--- config.mk ---
export PLATFORM = sky130hd
export DESIGN_NAME = fetch_buffered
export DESIGN_NICKNAME = d
export VERILOG_FILES = /design/src/rtl/fetch_pkg.sv /design/src/rtl/fetch_fifo.sv /design/src/rtl/fetch_buffered.sv
export SDC_FILE = /design/constraint.sdc
export NUM_CORES = 1
export LEC_CHECK = 0
export CAP_MARGIN = 10
export CELL_PAD_IN_SITES_DETAIL_PLACEMENT = 1
export CELL_PAD_IN_SITES_GLOBAL_PLACEMENT = 2
export CORE_UTILIZATION = 42
export DETAILED_ROUTE_END_ITERATION = 6
export PLACE_DENSITY_LB_ADDON = 0.1
export SETUP_SLACK_MARGIN = 0.4
export SYNTH_ARGS = -nofsm -noshare
export SYNTH_HDL_FRONTEND = slang
export SYNTH_SLANG_ARGS = --single-unit
--- constraint.sdc ---
create_clock -name clk -period 5.65 [get_ports clk]
set_input_delay 1.13 -clock clk [delete_from_list [all_inputs] [get_ports clk]]
set_output_delay 1.13 -clock clk [all_outputs]
set_load 0.005 [all_outputs]
--- src/rtl/fetch_pkg.sv ---
// Shared types and constants for the buffered fetch stage.
package fetch_pkg;

    localparam int unsigned XLEN_DEFAULT = 32;
    localparam int unsigned PC_STEP      = 4;

    typedef struct packed {
        logic [XLEN_DEFAULT-1:0] instr;
        logic [XLEN_DEFAULT-1:0] pc;
        logic [XLEN_DEFAULT-1:0] pc_plus4;
    } fetch_entry_t;

endpackage

--- src/rtl/fetch_fifo.sv ---
// Synchronous prefetch FIFO with flush; flush has priority over push/pop.
module fetch_fifo
    import fetch_pkg::*;
#(
    parameter int unsigned DEPTH   = 4,
    parameter type         entry_t = fetch_entry_t
) (
    input  logic   clk,
    input  logic   rst,
    input  logic   push_i,
    input  logic   pop_i,
    input  logic   flush_i,
    input  entry_t wdata_i,
    output entry_t rdata_o,
    output logic   full_o,
    output logic   empty_o
);

    localparam int unsigned AW = $clog2(DEPTH);
    localparam int unsigned CW = $clog2(DEPTH + 1);

    entry_t          r_mem [DEPTH];
    logic [AW-1:0]   r_wptr;
    logic [AW-1:0]   r_rptr;
    logic [CW-1:0]   r_count;
    logic            w_push;
    logic            w_pop;

    assign full_o  = (r_count == CW'(DEPTH));
    assign empty_o = (r_count == '0);
    // A push into a full FIFO is legal only when the head leaves in the same cycle.
    assign w_pop   = pop_i & ~empty_o;
    assign w_push  = push_i & (~full_o | w_pop);
    assign rdata_o = r_mem[r_rptr];

    always_ff @(posedge clk) begin
        if (!rst || flush_i) begin
            r_wptr  <= '0;
            r_rptr  <= '0;
            r_count <= '0;
        end else begin
            if (w_push) r_wptr <= r_wptr + AW'(1);
            if (w_pop)  r_rptr <= r_rptr + AW'(1);
            case ({w_push, w_pop})
                2'b10:   r_count <= r_count + CW'(1);
                2'b01:   r_count <= r_count - CW'(1);
                default: r_count <= r_count;
            endcase
        end
    end

    always_ff @(posedge clk) begin
        if (rst && !flush_i && w_push) r_mem[r_wptr] <= wdata_i;
    end

endmodule

--- src/rtl/fetch_buffered.sv ---
// Fetch stage with prefetch queue. Optional macro FETCH_STALL_CNT_EN adds
// stall_cnt_o, a saturating count of full-and-not-draining cycles.
module fetch_buffered
    import fetch_pkg::*;
#(
    parameter int unsigned     XLEN     = XLEN_DEFAULT,
    parameter int unsigned     DEPTH    = 4,
    parameter logic [XLEN-1:0] RESET_PC = '0
) (
    input  logic            clk,
    input  logic            rst,
    input  logic            redirect_i,
    input  logic [XLEN-1:0] redirect_pc_i,
    output logic [XLEN-1:0] imem_addr_o,
    input  logic [XLEN-1:0] imem_rdata_i,
    output logic            instr_valid_o,
    input  logic            instr_ready_i,
    output logic [XLEN-1:0] instr_o,
    output logic [XLEN-1:0] pc_o,
    output logic [XLEN-1:0] pc_plus4_o
`ifdef FETCH_STALL_CNT_EN
    ,
    output logic [31:0]     stall_cnt_o
`endif
);

    typedef struct packed {
        logic [XLEN-1:0] instr;
        logic [XLEN-1:0] pc;
        logic [XLEN-1:0] pc_plus4;
    } entry_t;

    logic [XLEN-1:0] r_pc;
    logic [XLEN-1:0] w_pc_plus4;
    logic            w_push;
    logic            w_pop;
    logic            w_full;
    logic            w_empty;
    entry_t          w_wdata;
    entry_t          w_head;

    assign w_pc_plus4  = r_pc + XLEN'(PC_STEP);
    assign imem_addr_o = r_pc;
    assign w_pop       = instr_valid_o & instr_ready_i;
    assign w_push      = ~redirect_i & (~w_full | w_pop);
    assign w_wdata     = '{instr: imem_rdata_i, pc: r_pc, pc_plus4: w_pc_plus4};

    always_ff @(posedge clk) begin
        if (!rst)            r_pc <= RESET_PC;
        else if (redirect_i) r_pc <= redirect_pc_i;
        else if (w_push)     r_pc <= w_pc_plus4;
    end

    fetch_fifo #(
        .DEPTH   (DEPTH),
        .entry_t (entry_t)
    ) u_fifo (
        .clk     (clk),
        .rst     (rst),
        .push_i  (w_push),
        .pop_i   (w_pop),
        .flush_i (redirect_i),
        .wdata_i (w_wdata),
        .rdata_o (w_head),
        .full_o  (w_full),
        .empty_o (w_empty)
    );

    assign instr_valid_o = ~w_empty;
    assign instr_o       = instr_valid_o ? w_head.instr    : '0;
    assign pc_o          = instr_valid_o ? w_head.pc       : '0;
    assign pc_plus4_o    = instr_valid_o ? w_head.pc_plus4 : '0;

`ifdef FETCH_STALL_CNT_EN
    logic [31:0] r_stall_cnt;

    always_ff @(posedge clk) begin
        if (!rst)
            r_stall_cnt <= '0;
        else if (w_full && !w_pop && r_stall_cnt != '1)
            r_stall_cnt <= r_stall_cnt + 32'd1;
    end

    assign stall_cnt_o = r_stall_cnt;
`endif

endmodule
==> results <==
- The run finished with clean final reports.
- In the synthesized netlist the async set-or-reset flop fraction comes to 0%.
- In the final routing, the length of wire on met1 measures 18600 um.
- During placement, the flow inserted port buffers numbering 196.
- The critical path in this run is classified as reg -> out.
- Yosys attributes the largest share of cell area to sky130_fd_sc_hd__edfxtp_1, sky130_fd_sc_hd__mux4_2, sky130_fd_sc_hd__dfxtp_1.
- The count of flip-flops with a built-in enable after synthesis is 376.
- The net switching component of the power is 0.00145 W.
- The count of pins over their slew limit is 0.
- The clock latency on the worst-skew pair is 0.57 ns.
- In the final timing run, aggregate negative setup slack is 0 ns.
- The commonest cells after synthesis are sky130_fd_sc_hd__edfxtp_1, sky130_fd_sc_hd__and2_1, sky130_fd_sc_hd__mux4_2.
- The portion of synthesized cell area occupied by the leading cell type is 65.2%.
- The worst flop-to-flop path startpoint is imem_addr_o[2].
- The post-route netlist has 16.7% of its cells at a drive strength greater than 1.
- Cell internal power was estimated by the tool at 0.00530 W.
- The count of endpoints failing hold in the final timing report was 0.
- The sum of overflow across all layers after global routing is 0.
- Among all cell types in the netlist, the one instantiated most often is sky130_fd_sc_hd__edfxtp_1.
- The total setup violations reported at the end of the flow is 0.
- The standard-cell row count is 74.
- The maximum VDD drop is 257 uV.
- The kind of path behind the tightest hold check is reg -> reg.
- The count of synthesis-stage warnings from yosys is 0.
- The first global-routing pass estimated 60900 um of wire.
- The count of boundary I/O pins is 197.
- The slack of the worst reg-to-reg path is 2.88 ns.
- The number of cells traversed by the worst register-to-register path is 5.
- Net switching is 21.4% of the power.
- After clock tree synthesis, the clock-pin slew on the worst setup and hold paths is 0.06 ns.
- The tree is rooted in a sky130_fd_sc_hd__clkbuf_16.
- The aggregate global-route resource usage is 19.6%.
- The detailed route wirelength on metal3 is 1750 um.
- In this run, post-CTS repair resized a total of 0 instances.
- The cts-stage hold buffer count is 0.
- In this run, CTS created clock tree buffers numbering 45.
- In the final routed layout, each cell accounts on average for 23.3 um.
- The maximum fanout encountered on the critical timing path is 34.
- The final worst-path cycle share is 73.7%.
- Detailed routing placed a total of 19000 um of wire on met2.
- Across the run, the number of max-cap violations was 0.
- The number of buffers between clock root and the deepest sink is 3.
- Summing over every cut layer, the via total after detailed routing is 9273.
- Setup repair after global routing left no endpoint under its margin.
- The number of different library cells in the post-synthesis netlist is 55.
- TritonCTS built the clock tree.
- The uppermost signal routing layer after detailed routing is met4.
- The HPWL after detailed placement is 24200 um.
- The most area-hungry cell type in the Yosys netlist is sky130_fd_sc_hd__edfxtp_1.
- The die is 205 um wide.
- The required arrival time at the worst endpoint is 4.52 ns.
- The gate count after technology mapping is 992.
- The overall routed net length is 40200 um.
- The area of the core region is 40700 um^2.
- The number of buffers and inverters on the critical path is 2.
- The logic depth of the worst path, buffers included is 4.
- For the pin with the worst max-slew slack, the measured transition is 0.912 ns.
- The via count of the first global-routing pass is 9791.
- Combinational logic is responsible for 6.7% of the overall power.
- The net count after synthesis is 1067.
- Fill cells in the final layout number 3860.
- At the worst endpoint, the arrival time is 3.03 ns.
- In this run the remaining antenna-violating nets after routing total 0.
- The mean instance size in the synthesized netlist is 17.5 um^2.
- The number of sinks driven by the clock tree is 417.
- The endpoint identified for the worst register-to-register timing path is u_fifo.r_mem[1][30].
- The final core utilization is 51.7%.
- The synthesized design contains 417 register bits.
- The tightest hold margin is 0.495 ns.
- The slowest cell on the critical path is sky130_fd_sc_hd__dfxtp_4.
- The register area share after synthesis is 70.0%.
- For this configuration, the core starts out at a cell density of 42.5%.
- The worst pin sits at a relative slew slack of 39.2%.
- The critical path's largest stage delay is 0.83 ns.
- STA classifies the critical path startpoint as a flop.
- The total power divided by cell area is 320 nW/um^2.
- The die covers 42000 um^2.
- In this run, the clock network consumes 41.2% of the power.
- The total power is 0.00674 W.
- In this run, flip-flops and latches consume 52.1% of the power.
- STA classifies the critical path endpoint as an output pin.
- Entering global routing, the biggest net connects 63 pins.
- The H-tree depth reported by CTS is 2.
- The congestion estimate from routability-driven global placement came to 0.708.
- On the critical path the largest part of the delay comes from buffers and inverters.
- The number of standard cells in the final layout excluding fillers is 1725.
- In this run, the number of DRC markers left after iteration 0 of detailed routing was 506.
- Relative to the synthesized area, the layout overhead comes to 21.6%.
- The standby leakage power is 6.79 nW.
- After detailed routing, the number of remaining DRC violations is 0.
- The die height is 205 um.
- The number of placed instances with taps included is 1642.
- The initial antenna violation count is 1.
- The critical path goes through buf_4 -> mux4_2 -> and2_1 -> clkdlybuf4s50_1.
- The final net count is 1232.
- The prevailing post-synth register cell is sky130_fd_sc_hd__edfxtp_1.
- Based on the critical path, the design can be clocked at up to 0.240 GHz.
- The number of setup buffers added after CTS is 0.
- After synthesis the cells add up to 17300 um^2.
- The detailed-routing iteration count for the pre-antenna-repair pass is 6.
- The capture point of the critical path is pc_plus4_o[21].
- The via count normalized by instance count is 5.38.
- Clock skew on the completed layout was measured at 0.0113 ns.
- The final critical delay including setup and external delays is 4.16 ns.
==> metrics by stage <==
step                area, um^2  setup slack [ns]
floorplan                17300              1.10
global placement         19700              1.69
detailed placement       19700              1.68
CTS                      21100              1.34
global route             21100              1.27
finish                   21100              1.49
==> per-layer routing <==
metal | track usage (%) | up-vias
li1 | - | 4188
met1 | 27.4 | 4833
met2 | 31.3 | 201
met3 | 3.25 | 51
met4 | 6.16 | 0
met5 | 0 | -
==> sequential cells by signal (all words and copies together), names as in the netlist, named ones only <==
| name | flops |
|---|---|
| imem_addr_o | 32 |
| u_fifo.r_count | 3 |
| u_fifo.r_mem | 376 |
| u_fifo.r_rptr | 2 |
| u_fifo.r_wptr | 2 |
==> worst reg2reg max path: cells and delay by family (launching register included) <==
| family | cells | cell delay (ns) |
|---|---|---|
| and+or+nand+nor | 3 | 1.11 |
| adders and majority gates | 1 | 0.34 |
| DFF | 1 | 0.63 |
| xor gates and xnor gates | 1 | 0.43 |
==> power groups by stage <==
stage | Clock (W) | Combinational (W) | Sequential, W
floorplan | 0 | 0.000237 | 0.00355
global placement | 0 | 0.000454 | 0.00358
detailed placement | 0 | 0.000460 | 0.00358
CTS | 0.00286 | 0.000462 | 0.00352
global route | 0.00296 | 0.000492 | 0.00353
finish | 0.00278 | 0.000451 | 0.00352
==> logic make-up after synthesis <==
group | synth area share [%]
buf+inv | 3.27
compound gates | 2.67
simple gates | 9.13
fa+ha+maj | 0.549
flops | 70.0
mux | 12.3
xor+xnor | 2.07
==> placed cells by master, fill, tap and decap left out, types with 7 or more instances in the layout <==
cell type	count
sky130_fd_sc_hd__edfxtp_1	376
sky130_fd_sc_hd__clkdlybuf4s50_1	196
sky130_fd_sc_hd__and2_1	98
sky130_fd_sc_hd__mux4_2	94
sky130_fd_sc_hd__clkbuf_16	46
sky130_fd_sc_hd__dfxtp_1	39
sky130_fd_sc_hd__nand2_1	30
sky130_fd_sc_hd__o21ai_0	24
sky130_fd_sc_hd__xnor2_1	23
sky130_fd_sc_hd__nor2_1	22
sky130_fd_sc_hd__xor2_1	18
sky130_fd_sc_hd__nand4_1	14
sky130_fd_sc_hd__nand3_1	14
sky130_fd_sc_hd__buf_4	14
sky130_fd_sc_hd__nor3_1	12
sky130_fd_sc_hd__clkbuf_1	12
sky130_fd_sc_hd__nand2b_1	10
sky130_fd_sc_hd__a21oi_1	10
sky130_fd_sc_hd__inv_1	9
sky130_fd_sc_hd__clkinv_1	9
sky130_fd_sc_hd__clkinv_2	9
sky130_fd_sc_hd__nor4_1	7
==> layout make-up <==
cell class	instances	area, um^2	area share (%)
Clock inverter	23	184	0.873
Clock buffer	59	1210	5.74
Inverter	9	33.8	0.160
Sequential cell	417	12100	57.5
Timing Repair Buffer	216	2190	10.4
Antenna cell	1	2.50	0.0119
Tap cell	532	666	3.16
Multi-Input combinational cell	468	4660	22.1
==> worst min path at each step <==
stage	from	to	slack, ns	cells past startpoint
finish	u_fifo.r_wptr[1]	u_fifo.r_wptr[1]	0.49	2
global route	u_fifo.r_wptr[1]	u_fifo.r_wptr[1]	0.53	2
CTS	u_fifo.r_wptr[1]	u_fifo.r_wptr[1]	0.50	2
detailed placement	u_fifo.r_wptr[1]	u_fifo.r_wptr[1]	0.49	2
global placement	u_fifo.r_wptr[1]	u_fifo.r_wptr[1]	0.48	2
floorplan	u_fifo.r_wptr[1]	u_fifo.r_wptr[1]	0.46	2
Power figures use the tool's default switching activity.
